--- src/rtl/tracker_sequencer_pkg.sv ---
// Shared tracker types: note row layout, instrument/effect codes,
// sequencer states and the phase-step speed derivation.
package tracker_pkg;

  typedef struct packed {
    logic [3:0] volume;
    logic [1:0] instr;
    logic [3:0] effect;
    logic [2:0] octave;
    logic [2:0] tone;
  } note_tp;

  localparam logic [1:0] INSTR_SQUARE = 2'd0;
  localparam logic [1:0] INSTR_SAW    = 2'd1;
  localparam logic [1:0] INSTR_TRI    = 2'd2;
  localparam logic [1:0] INSTR_NOISE  = 2'd3;

  localparam logic [3:0] EFF_NONE     = 4'd0;
  localparam logic [3:0] EFF_ARP      = 4'd1;
  localparam logic [3:0] EFF_SLIDE_UP = 4'd2;
  localparam logic [3:0] EFF_SLIDE_DN = 4'd3;
  localparam logic [3:0] EFF_VIBRATO  = 4'd4;

  typedef enum logic [1:0] {
    SEQ_IDLE,
    SEQ_FETCH,
    SEQ_PLAY
  } seq_state_e;

  // (tone+1) << octave needs 11 bits at tone=7, octave=7
  function automatic logic [10:0] calc_speed(
    note_tp      n,
    int unsigned max_speed
  );
    logic [10:0] raw;
    logic [10:0] lim;
    raw = ({8'd0, n.tone} + 11'd1) << n.octave;
    lim = 11'(max_speed - 1);
    return (raw > lim) ? lim : raw;
  endfunction

endpackage

--- src/rtl/tracker_sequencer_if.sv ---
// Control/pattern-write side and note/speed side of the sequencer.
interface tracker_sequencer_if #(
  parameter int ALEN  = 6,
  parameter int SPLEN = 4
);
  logic             start;
  logic             stop;
  logic             loop;
  logic [ALEN-1:0]  last_row;
  logic [3:0]       tempo;
  logic             wr_en;
  logic [ALEN-1:0]  wr_addr;
  logic [15:0]      wr_data;
  logic [15:0]      note_out;
  logic [SPLEN-1:0] speed_out;
  logic [ALEN-1:0]  row;
  logic             playing;
  logic             row_strobe;
  logic             done;

  modport master (
    output start, stop, loop, last_row, tempo,
    output wr_en, wr_addr, wr_data,
    input  note_out, speed_out, row,
    input  playing, row_strobe, done
  );

  modport slave (
    input  start, stop, loop, last_row, tempo,
    input  wr_en, wr_addr, wr_data,
    output note_out, speed_out, row,
    output playing, row_strobe, done
  );
endinterface

--- src/rtl/tracker_sequencer_pattern_ram.sv ---
// Pattern storage: one write port, one synchronous read port,
// read-before-write on a same-address collision.
module pattern_ram
  import tracker_pkg::*;
#(
  parameter int DEPTH = 64,
  parameter int ALEN  = $clog2(DEPTH)
) (
  input  logic            clk,
  input  logic            wr_en,
  input  logic [ALEN-1:0] wr_addr,
  input  note_tp          wr_data,
  input  logic [ALEN-1:0] rd_addr,
  output note_tp          rd_data
);

  note_tp mem [DEPTH];
  note_tp rd_q;

  always_ff @(posedge clk) begin
    if (wr_en) mem[wr_addr] <= wr_data;
    rd_q <= mem[rd_addr];
  end

  assign rd_data = rd_q;

endmodule

--- src/rtl/tracker_sequencer.sv ---
// Pattern sequencer: steps pattern rows at a programmable tempo and
// presents each row's note plus derived speed to the tracker voice.
module tracker_sequencer
  import tracker_pkg::*;
#(
  parameter int DEPTH    = 64,
  parameter int ALEN     = $clog2(DEPTH),
  parameter int TICK_DIV = 1024,
  parameter int MAXSPEED = 16,
  parameter int SPLEN    = $clog2(MAXSPEED)
) (
  input logic clk,
  input logic rst_n,
  tracker_sequencer_if.slave bus
);

  localparam int CW = (TICK_DIV > 1) ? $clog2(TICK_DIV) : 1;
  localparam logic [CW-1:0] CYC_LAST = CW'(TICK_DIV - 1);

  seq_state_e       state_q, state_d;
  logic [CW-1:0]    cyc_q, cyc_d;
  logic [3:0]       tick_q, tick_d;
  note_tp           note_q, note_d;
  logic [SPLEN-1:0] speed_q, speed_d;
  logic [ALEN-1:0]  row_q, row_d;
  logic             strobe_q, strobe_d;
  logic             done_q, done_d;
  logic             play_q, play_d;

  logic [ALEN-1:0]  rd_addr;
  logic [ALEN-1:0]  next_row;
  logic [3:0]       tempo_eff;
  note_tp           rd_note;

  pattern_ram #(
    .DEPTH (DEPTH),
    .ALEN  (ALEN)
  ) u_ram (
    .clk     (clk),
    .wr_en   (bus.wr_en),
    .wr_addr (bus.wr_addr),
    .wr_data (bus.wr_data),
    .rd_addr (rd_addr),
    .rd_data (rd_note)
  );

  always_comb begin
    state_d   = state_q;
    cyc_d     = cyc_q;
    tick_d    = tick_q;
    note_d    = note_q;
    speed_d   = speed_q;
    row_d     = row_q;
    strobe_d  = 1'b0;
    done_d    = 1'b0;
    next_row  = (row_q == bus.last_row) ? '0
              : ALEN'(row_q + 1'b1);
    tempo_eff = (bus.tempo == 4'd0) ? 4'd1 : bus.tempo;
    // prefetch the following row so a boundary costs no cycle
    rd_addr   = (state_q == SEQ_PLAY && !bus.start)
              ? next_row : '0;

    unique case (state_q)
      SEQ_IDLE: begin
        if (bus.start) state_d = SEQ_FETCH;
      end
      SEQ_FETCH: begin
        state_d  = SEQ_PLAY;
        note_d   = rd_note;
        speed_d  = SPLEN'(calc_speed(rd_note, MAXSPEED));
        row_d    = '0;
        strobe_d = 1'b1;
        cyc_d    = '0;
        tick_d   = '0;
      end
      SEQ_PLAY: begin
        if (cyc_q == CYC_LAST) begin
          cyc_d = '0;
          if ({1'b0, tick_q} + 5'd1 >= {1'b0, tempo_eff}) begin
            tick_d = '0;
            if (row_q != bus.last_row || bus.loop) begin
              note_d   = rd_note;
              speed_d  = SPLEN'(calc_speed(rd_note, MAXSPEED));
              row_d    = next_row;
              strobe_d = 1'b1;
            end else begin
              state_d = SEQ_IDLE;
              note_d  = '0;
              speed_d = '0;
              done_d  = 1'b1;
            end
          end else begin
            tick_d = tick_q + 4'd1;
          end
        end else begin
          cyc_d = CW'(cyc_q + 1'b1);
        end
      end
      default: state_d = SEQ_IDLE;
    endcase

    if (bus.start && state_q != SEQ_IDLE) begin
      state_d  = SEQ_FETCH;
      note_d   = note_q;
      speed_d  = speed_q;
      row_d    = row_q;
      strobe_d = 1'b0;
      done_d   = 1'b0;
    end

    if (bus.stop) begin
      state_d  = SEQ_IDLE;
      note_d   = '0;
      speed_d  = '0;
      strobe_d = 1'b0;
      done_d   = 1'b0;
    end

    play_d = (state_d == SEQ_PLAY);
  end

  always_ff @(posedge clk or negedge rst_n) begin
    if (!rst_n) begin
      state_q  <= SEQ_IDLE;
      cyc_q    <= '0;
      tick_q   <= '0;
      note_q   <= '0;
      speed_q  <= '0;
      row_q    <= '0;
      strobe_q <= 1'b0;
      done_q   <= 1'b0;
      play_q   <= 1'b0;
    end else begin
      state_q  <= state_d;
      cyc_q    <= cyc_d;
      tick_q   <= tick_d;
      note_q   <= note_d;
      speed_q  <= speed_d;
      row_q    <= row_d;
      strobe_q <= strobe_d;
      done_q   <= done_d;
      play_q   <= play_d;
    end
  end

  assign bus.note_out   = note_q;
  assign bus.speed_out  = speed_q;
  assign bus.row        = row_q;
  assign bus.playing    = play_q;
  assign bus.row_strobe = strobe_q;
  assign bus.done       = done_q;

endmodule

--- src/flat_wrapper.sv ---
// flat-port wrapper written by rule: the top's interface ports become plain ports
module tracker_sequencer_flat import tracker_pkg::*;
#(
  parameter int DEPTH    = 64,
  parameter int ALEN     = $clog2(DEPTH),
  parameter int TICK_DIV = 1024,
  parameter int MAXSPEED = 16,
  parameter int SPLEN    = $clog2(MAXSPEED)
)
  (clk, rst_n, bus_start, bus_stop, bus_loop, bus_last_row, bus_tempo, bus_wr_en, bus_wr_addr, bus_wr_data, bus_note_out, bus_speed_out, bus_row, bus_playing, bus_row_strobe, bus_done);
  tracker_sequencer_if #(.ALEN(ALEN), .SPLEN(SPLEN)) bus_i ();
  input logic clk;
  input logic rst_n;
  input wire logic [$bits(bus_i.start)-1:0] bus_start;
  input wire logic [$bits(bus_i.stop)-1:0] bus_stop;
  input wire logic [$bits(bus_i.loop)-1:0] bus_loop;
  input wire logic [$bits(bus_i.last_row)-1:0] bus_last_row;
  input wire logic [$bits(bus_i.tempo)-1:0] bus_tempo;
  input wire logic [$bits(bus_i.wr_en)-1:0] bus_wr_en;
  input wire logic [$bits(bus_i.wr_addr)-1:0] bus_wr_addr;
  input wire logic [$bits(bus_i.wr_data)-1:0] bus_wr_data;
  output wire logic [$bits(bus_i.note_out)-1:0] bus_note_out;
  output wire logic [$bits(bus_i.speed_out)-1:0] bus_speed_out;
  output wire logic [$bits(bus_i.row)-1:0] bus_row;
  output wire logic [$bits(bus_i.playing)-1:0] bus_playing;
  output wire logic [$bits(bus_i.row_strobe)-1:0] bus_row_strobe;
  output wire logic [$bits(bus_i.done)-1:0] bus_done;
  assign bus_i.start = bus_start;
  assign bus_i.stop = bus_stop;
  assign bus_i.loop = bus_loop;
  assign bus_i.last_row = bus_last_row;
  assign bus_i.tempo = bus_tempo;
  assign bus_i.wr_en = bus_wr_en;
  assign bus_i.wr_addr = bus_wr_addr;
  assign bus_i.wr_data = bus_wr_data;
  assign bus_note_out = bus_i.note_out;
  assign bus_speed_out = bus_i.speed_out;
  assign bus_row = bus_i.row;
  assign bus_playing = bus_i.playing;
  assign bus_row_strobe = bus_i.row_strobe;
  assign bus_done = bus_i.done;
  tracker_sequencer #(.DEPTH(DEPTH), .ALEN(ALEN), .TICK_DIV(TICK_DIV), .MAXSPEED(MAXSPEED), .SPLEN(SPLEN)) u_core (.clk(clk), .rst_n(rst_n), .bus(bus_i));
endmodule
--- config.mk ---
export PLATFORM = sky130hd
export DESIGN_NAME = tracker_sequencer_flat
export DESIGN_NICKNAME = d
export VERILOG_FILES = /design/src/rtl/tracker_sequencer_pkg.sv /design/src/rtl/tracker_sequencer_if.sv /design/src/rtl/tracker_sequencer_pattern_ram.sv /design/src/rtl/tracker_sequencer.sv /design/src/flat_wrapper.sv
export SDC_FILE = /design/constraint.sdc
export NUM_CORES = 1
export LEC_CHECK = 0
export ABC_AREA = 1
export BUFFER_PORTS_ARGS = -buffer_cell sky130_fd_sc_hd__clkbuf_2
export CORE_ASPECT_RATIO = 1.1
export CORE_MARGIN = 2
export CORE_UTILIZATION = 40
export DETAILED_ROUTE_END_ITERATION = 8
export RECOVER_POWER = 25
export SKIP_LAST_GASP = 1
export SYNTH_ARGS = -nofsm -noshare
export SYNTH_HDL_FRONTEND = slang
export SYNTH_SLANG_ARGS = --single-unit
--- constraint.sdc ---
create_clock -name clk -period 4.9 [get_ports clk]
set_input_delay 0.98 -clock clk [delete_from_list [all_inputs] [get_ports clk]]
set_output_delay 0.98 -clock clk [all_outputs]
set_load 0.05 [all_outputs]
Word-level counts from Yosys, hierarchy flattened
Memory sizes are Yosys's and may differ from the RTL's. A register that Yosys moved wholly into a read port is not among the register bits. Cells that the tools add are included.

Flip-flop bits (word level): 45. Bits in latches: 0. RAM bits: 1024. Memory bits (read-only): 0. Input port bits: 38. Output and inout bits: 29. Memories kept: 1.

Memory list: u_core.u_ram.mem (depth 64, bits a word 16, read ports 1, clocked after Yosys merged registers in 1, wr ports 1, line tracker_sequencer_pattern_ram.sv:17) `note_tp mem [DEPTH];`.

$add $sub $neg: 5. Multiply operators: 0. Div/mod/pow operators: 0. Magnitude comparators: 2. Equality and inequality tests: 12. Shifts and indexed selects: 1. Muxes and demuxes: 46. Bitwise logic cells: 1. Reductions and logical operators: 12.

Operators by type and width (number): $mux 16 (5); $mux 4 (9); $pmux 16 s2 (1); $mux 6 (5); $pmux 10 s2 (1); $pmux 4 s2 (2); $mux 1 (13); $mux 2 (6); $pmux 6 s2 (1); $gt 11x4->1 const B (1); $shl 4x3->11 (1); $add 10x1->10 const B (1); $eq 10x10->1 const B (1); $mux 10 (1); $ne 2x2->1 const B (4); $add 6x1->6 const B (1); $eq 6x6->1 (1); $ne 3x3->1 const B (2); $ne 6x6->1 (1); $pmux 2 s3 (1); $add 4x1->5 const B (1); $ge 5x4->1 (1); $reduce_and 5->1 (1); $add 3x1->4 const B (1); 14 further kinds (17).

Logic depth before layout (Yosys ltp)
Depth after elaboration: 10. Depth in mapped cells: 16.

Modules after synthesis
From an unflattened synthesis, not the netlist that was laid out.

Cells, all modules: 3896. Area, all modules: 44893.1 µm².

By module, submodules not included: pattern_ram (times used 1, cells each 3517, area each 42099.1 µm²); tracker_sequencer (times used 1, cells each 379, area each 2793.9 µm²).

Least setup slack after synthesis
No wires, ideal clock.

Kind: input to register. Start: input bus_wr_en. End: memory u_core.u_ram.mem[32][0] (netlist name), enable pin. Arrival time: 3.104 ns. Required time: 4.469 ns. Setup slack: 1.366 ns. Stages on the path: 3. Buffers on the path: 1. Cell sequence: clkbuf_1 > nand4_1 > nor4_1.

Word-level cells in the longest chain between the ends: 2.

Ends and longest elaborated chain: start, declared (line flat_wrapper.sv:19) `input wire logic [$bits(bus_i.wr_en)-1:0] bus_wr_en;`; $mux 1 (line tracker_sequencer_pattern_ram.sv:21) `if (wr_en) mem[wr_addr] <= wr_data;`; $mux 1 (not written as such) (line tracker_sequencer_pattern_ram.sv:21); end, declared (line tracker_sequencer_pattern_ram.sv:17).

Every way passes these cells.

Worst setup path in the final report
Start: register u_core.row_q[0] (netlist: u_core.bus.row[0]). End: register u_core.u_ram.rd_data[6] (netlist name).

Word-level cells in the longest chain between the ends: 3. Elaborated cells on any way between the ends: 4. Those cells by class: add/sub: 1; eq/ne: 1; mux: 2.

Ends and longest elaborated chain: start, declared (line tracker_sequencer.sv:25) `logic [ALEN-1:0] row_q, row_d;`; start signal, assigned (line tracker_sequencer.sv:139) `row_q <= row_d;`; $add 6x1->6 / $eq 6x6->1 (equally long branches) (line tracker_sequencer.sv:57, tracker_sequencer.sv:56); $mux 6 (*) (line tracker_sequencer.sv:56) `next_row = (row_q == bus.last_row) ? '0`; $mux 6 (*) (line tracker_sequencer.sv:61) `? next_row : '0;`.

Mark *: on every way between the ends. The rest lies on a longest branch, timed or not. A chain may end at the register's enable or synchronous reset.

==> flow_summary_export.csv <==
group,metric,value,unit
critical_path,cp.required,5550,ps
clock_network,htreeDepth,3,
pwr,max-vdd-ir-drop,0.467,mV
sta,setup_repair_after_global_routing_missed_its_margin,"no",
status,failed_checks,"max-capacitance violations, max-slew violations",
yosys,yosysWarnings,0,
critical_path,worst-path-max-fanout,80,
sta,timing.hold.ws,501,ps
yosys,number_of_distinct_standard_cells_referenced_by_the_synthesized_netlist,34,
clock_network,ctsRootBufferMaster,"clkbuf_16",
min_path,hold_path.class,"register to register",
drt,route.final.wire_length,144,mm
clock_network,path_clk_slew,60,ps
drt,drt-wirelength-per-cell,22.0,um
clock_network,post_cts_resized,0,
placed_design,placed_cells_incl_taps,6324,
die,initial_utilization,40.2,%
sta,report.final.hold_viol_count,0,
placed_design,gp_routability_congestion,0.853,
grt,antenna_found_initial,7,
die,overall_die_height,372,um
die,std_cell_rows,135,
yosys,synthCells,4808,
grt,vias_in_the_first_global_route,33644,
sta,report.final.slew_viol_count,497,
pwr,power_leakage,22.9,nW
drt,vias_per_cell,5.44,
min_path,min_delay_path_depth,2,
finish,fin_cells,6529,
yosys,synthesis.area_per_instance,10.2,sq um
critical_path,setup.worst_path.end_class,"register",
sta,slew_headroom,-165,%
finish,layout-area-overhead-vs-synth,11.8,%
die,horizontal_die_dimension,339,um
drt,number_of_design_rule_violations_left_by_the_first_detailed_router_iteration,4000,
finish,filler_cell_count,11467,
placed_design,port-buffer-count,66,
drt,route.detailed.drc,0,
drt,drt_pre_antenna_iters,5,
clock_network,clock_path_buffers,3,
die,num_io_pins,67,
flow_run,cap_violations,13,
die,placeableCoreArea,0.123,sq mm
critical_path,r2r.worst_path.cells,11,
critical_path,worstSetupStartpointType,"register",
sta,post-route-period-util,85.3,%
yosys,netlist_area,0.0493,sq mm
clock_network,worst_skew_pair.late_latency,750,ps
status,outcome,"finished with violations",
clock_network,tritoncts_num_sinks,1085,
grt,grt_overflow_total,0,
grt,grt_max_degree,170,
critical_path,crit_arrival,4830,ps
sta,maxClockFrequency,239,MHz
sta,tightest_slew,3980,ps
placed_design,post-dp-hpwl,80.0,mm
clock_network,tritoncts,"built",
finish,drive_gt1_share,7.68,%
drt,detailed_route_via_count,35516,
yosys,ys_ff_latch,1085,
critical_path,critPathKind,"register to register",
die,die_area,0.126,sq mm
sta,setup-violations-final,0,
clock_network,cts.repair_timing.setup_buffer_count,0,
yosys,ys_seq_area_share,65.3,%
sta,fin_worst_skew,34.3,ps
yosys,synthesis.nets,4858,
sta,finalCriticalPeriod,4180,ps
grt,grt_pass1_wl,216,mm
drt,ant_nets,0,
pwr,power.density_cell_area,397,mW/mm^2
clock_network,numCtsBuffers,108,
finish,seqCellArea,0.0322,sq mm
finish,postLayoutCoreUtil,44.9,%
finish,multi_input_comb_area,0.0117,sq mm
grt,grt_usage,22.5,%
pwr,tot_pwr,0.0219,W
finish,layout.nets,4840,
sta,setup-tns-final,0,ps
clock_network,cts-hold-fix-buffers,0,
-- synthesized netlist by cell type --
library cell	n	area share [%]
o31ai_1	1	0.015
ha_1	12	0.30
a22o_1	1	0.018
nand3_2	3	0.061
nor2_2	2	0.025
nand3_1	1004	10
inv_2	7	0.053
nand4_1	494	6.3
dfxtp_1	16	0.65
o21ai_1	2	0.020
a21oi_1	7	0.071
xor2_1	10	0.18
o2111ai_1	1	0.018
o21bai_1	1	0.015
nor2_1	81	0.62
a31o_2	1	0.018
clkbuf_1	166	1.3
nor4_1	10	0.13
buf_2	93	0.94
buf_4	24	0.37
buf_1	51	0.39
o22ai_1	9	0.11
nor3_1	3	0.030
o21ai_0	64	0.65
dfrtp_1	45	2.3
a22oi_4	1	0.043
inv_1	1058	8.1
nand2_1	611	4.7
edfxtp_1	1024	62
a32o_1	1	0.020
a31oi_1	1	0.013
buf_6	1	0.023
mux2i_1	2	0.041
nor2_4	1	0.023
-- cell families after synthesis --
family | after synthesis | synth area share [%]
multiplexers | 2 | 0.0406
adder cells (fa/ha/maj) | 12 | 0.305
buffers and inverters | 1400 | 11.1
XOR/XNOR | 10 | 0.178
flip-flops | 1085 | 65.3
AND/OR/NAND/NOR | 2209 | 22.0
AO/OA/AOI/OAI | 90 | 1.02
-- through the flow --
| step | setup WS [ps] | instance area, sq um |
|---|---|---|
| 2_1_floorplan | 1370 | 49300 |
| 3_3_place_gp | 586 | 51700 |
| 3_5_place_dp | 649 | 51700 |
| 4_1_cts | 756 | 55100 |
| 5_1_grt | 635 | 55100 |
| 6_report | 718 | 55100 |
-- registers in the layout, summed over array words and instances (netlist names) --
signal / flops
u_core.tick_q: 4
u_core.u_ram.mem: 1024
u_core.u_ram.rd_data: 16
u_core.state_q: 2
u_core.bus.row: 6
u_core.bus.note_out: 16
u_core.bus.done: 1
u_core.bus.playing: 1
u_core.cyc_q: 10
u_core.bus.row_strobe: 1
u_core.bus.speed_out: 4
-- power by group --
part	internal (W)	switching [W]	leakage, nW	total [W]
Sequential	0.0103	0.000150	9.95	0.0105
Clock	0.00447	0.00365	1.65	0.00812
Combinational	0.000725	0.00254	11.3	0.00326
-- cells in the final DEF, fill, tap and decap left out, types with 4 or more instances in the layout --
master      count
a21oi_1         7
buf_12         26
buf_4         111
bufinv_16       7
clkbuf_1       47
clkbuf_16     108
clkbuf_2       55
clkinv_1       16
clkinv_2       24
clkinv_8        4
clkinvlp_4      8
dfrtp_1        45
dfxtp_1        16
edfxtp_1     1024
ha_1           12
inv_1        1057
inv_2           5
nand2_1       611
nand3_1      1002
nand3_4         5
nand4_1       494
nor2_1         80
nor4_2          8
o21ai_0        64
o22ai_1         9
xor2_1         10
-- cell type report --
type                            instances  share of cell area [%]
Antenna cell                            1                 0.00454
Clock buffer                          141                    5.15
Clock inverter                         63                    1.04
Inverter                             1065                    7.29
Multi-Input combinational cell       2323                    21.3
Sequential cell                      1085                    58.5
Tap cell                             1644                    3.74
Timing Repair Buffer                  207                    3.06
-- worst max-delay path: stages (launching register included) --
cell and delay, ps:
dfrtp_1 500, inv_8 440, nand2_1 90, nand2_1 90, nor2_1 60, nand3_4 140, nand2_1 110, nor2_1 180
nand2_1 660, inv_1 1070, nand3_1 520, nand2_1 180
-- final timing paths --
kind | slack, ps | end | startpoint
max | 720 | u_core.u_ram.rd_data[6] | u_core.bus.row[0]
min | 500 | u_core.bus.note_out[15] | u_core.u_ram.rd_data[15]
max reg2reg | 720 | u_core.u_ram.rd_data[6] | u_core.bus.row[0]
min reg2reg | 500 | u_core.bus.note_out[15] | u_core.u_ram.rd_data[15]
max in group asynchronous | 2470 | u_core.bus.note_out[0] | rst_n
min in group asynchronous | 1080 | u_core.cyc_q[5] | rst_n
-- metal layers --
layer  up-vias  routed length, um  track usage, %
li1      16310                  -               -
met1     17385              60500            31.2
met2      1577              66200            35.8
met3       232              11800            3.24
met4        12               5130            8.91
met5         -                 76               0
(Power assumes the default switching activity.)
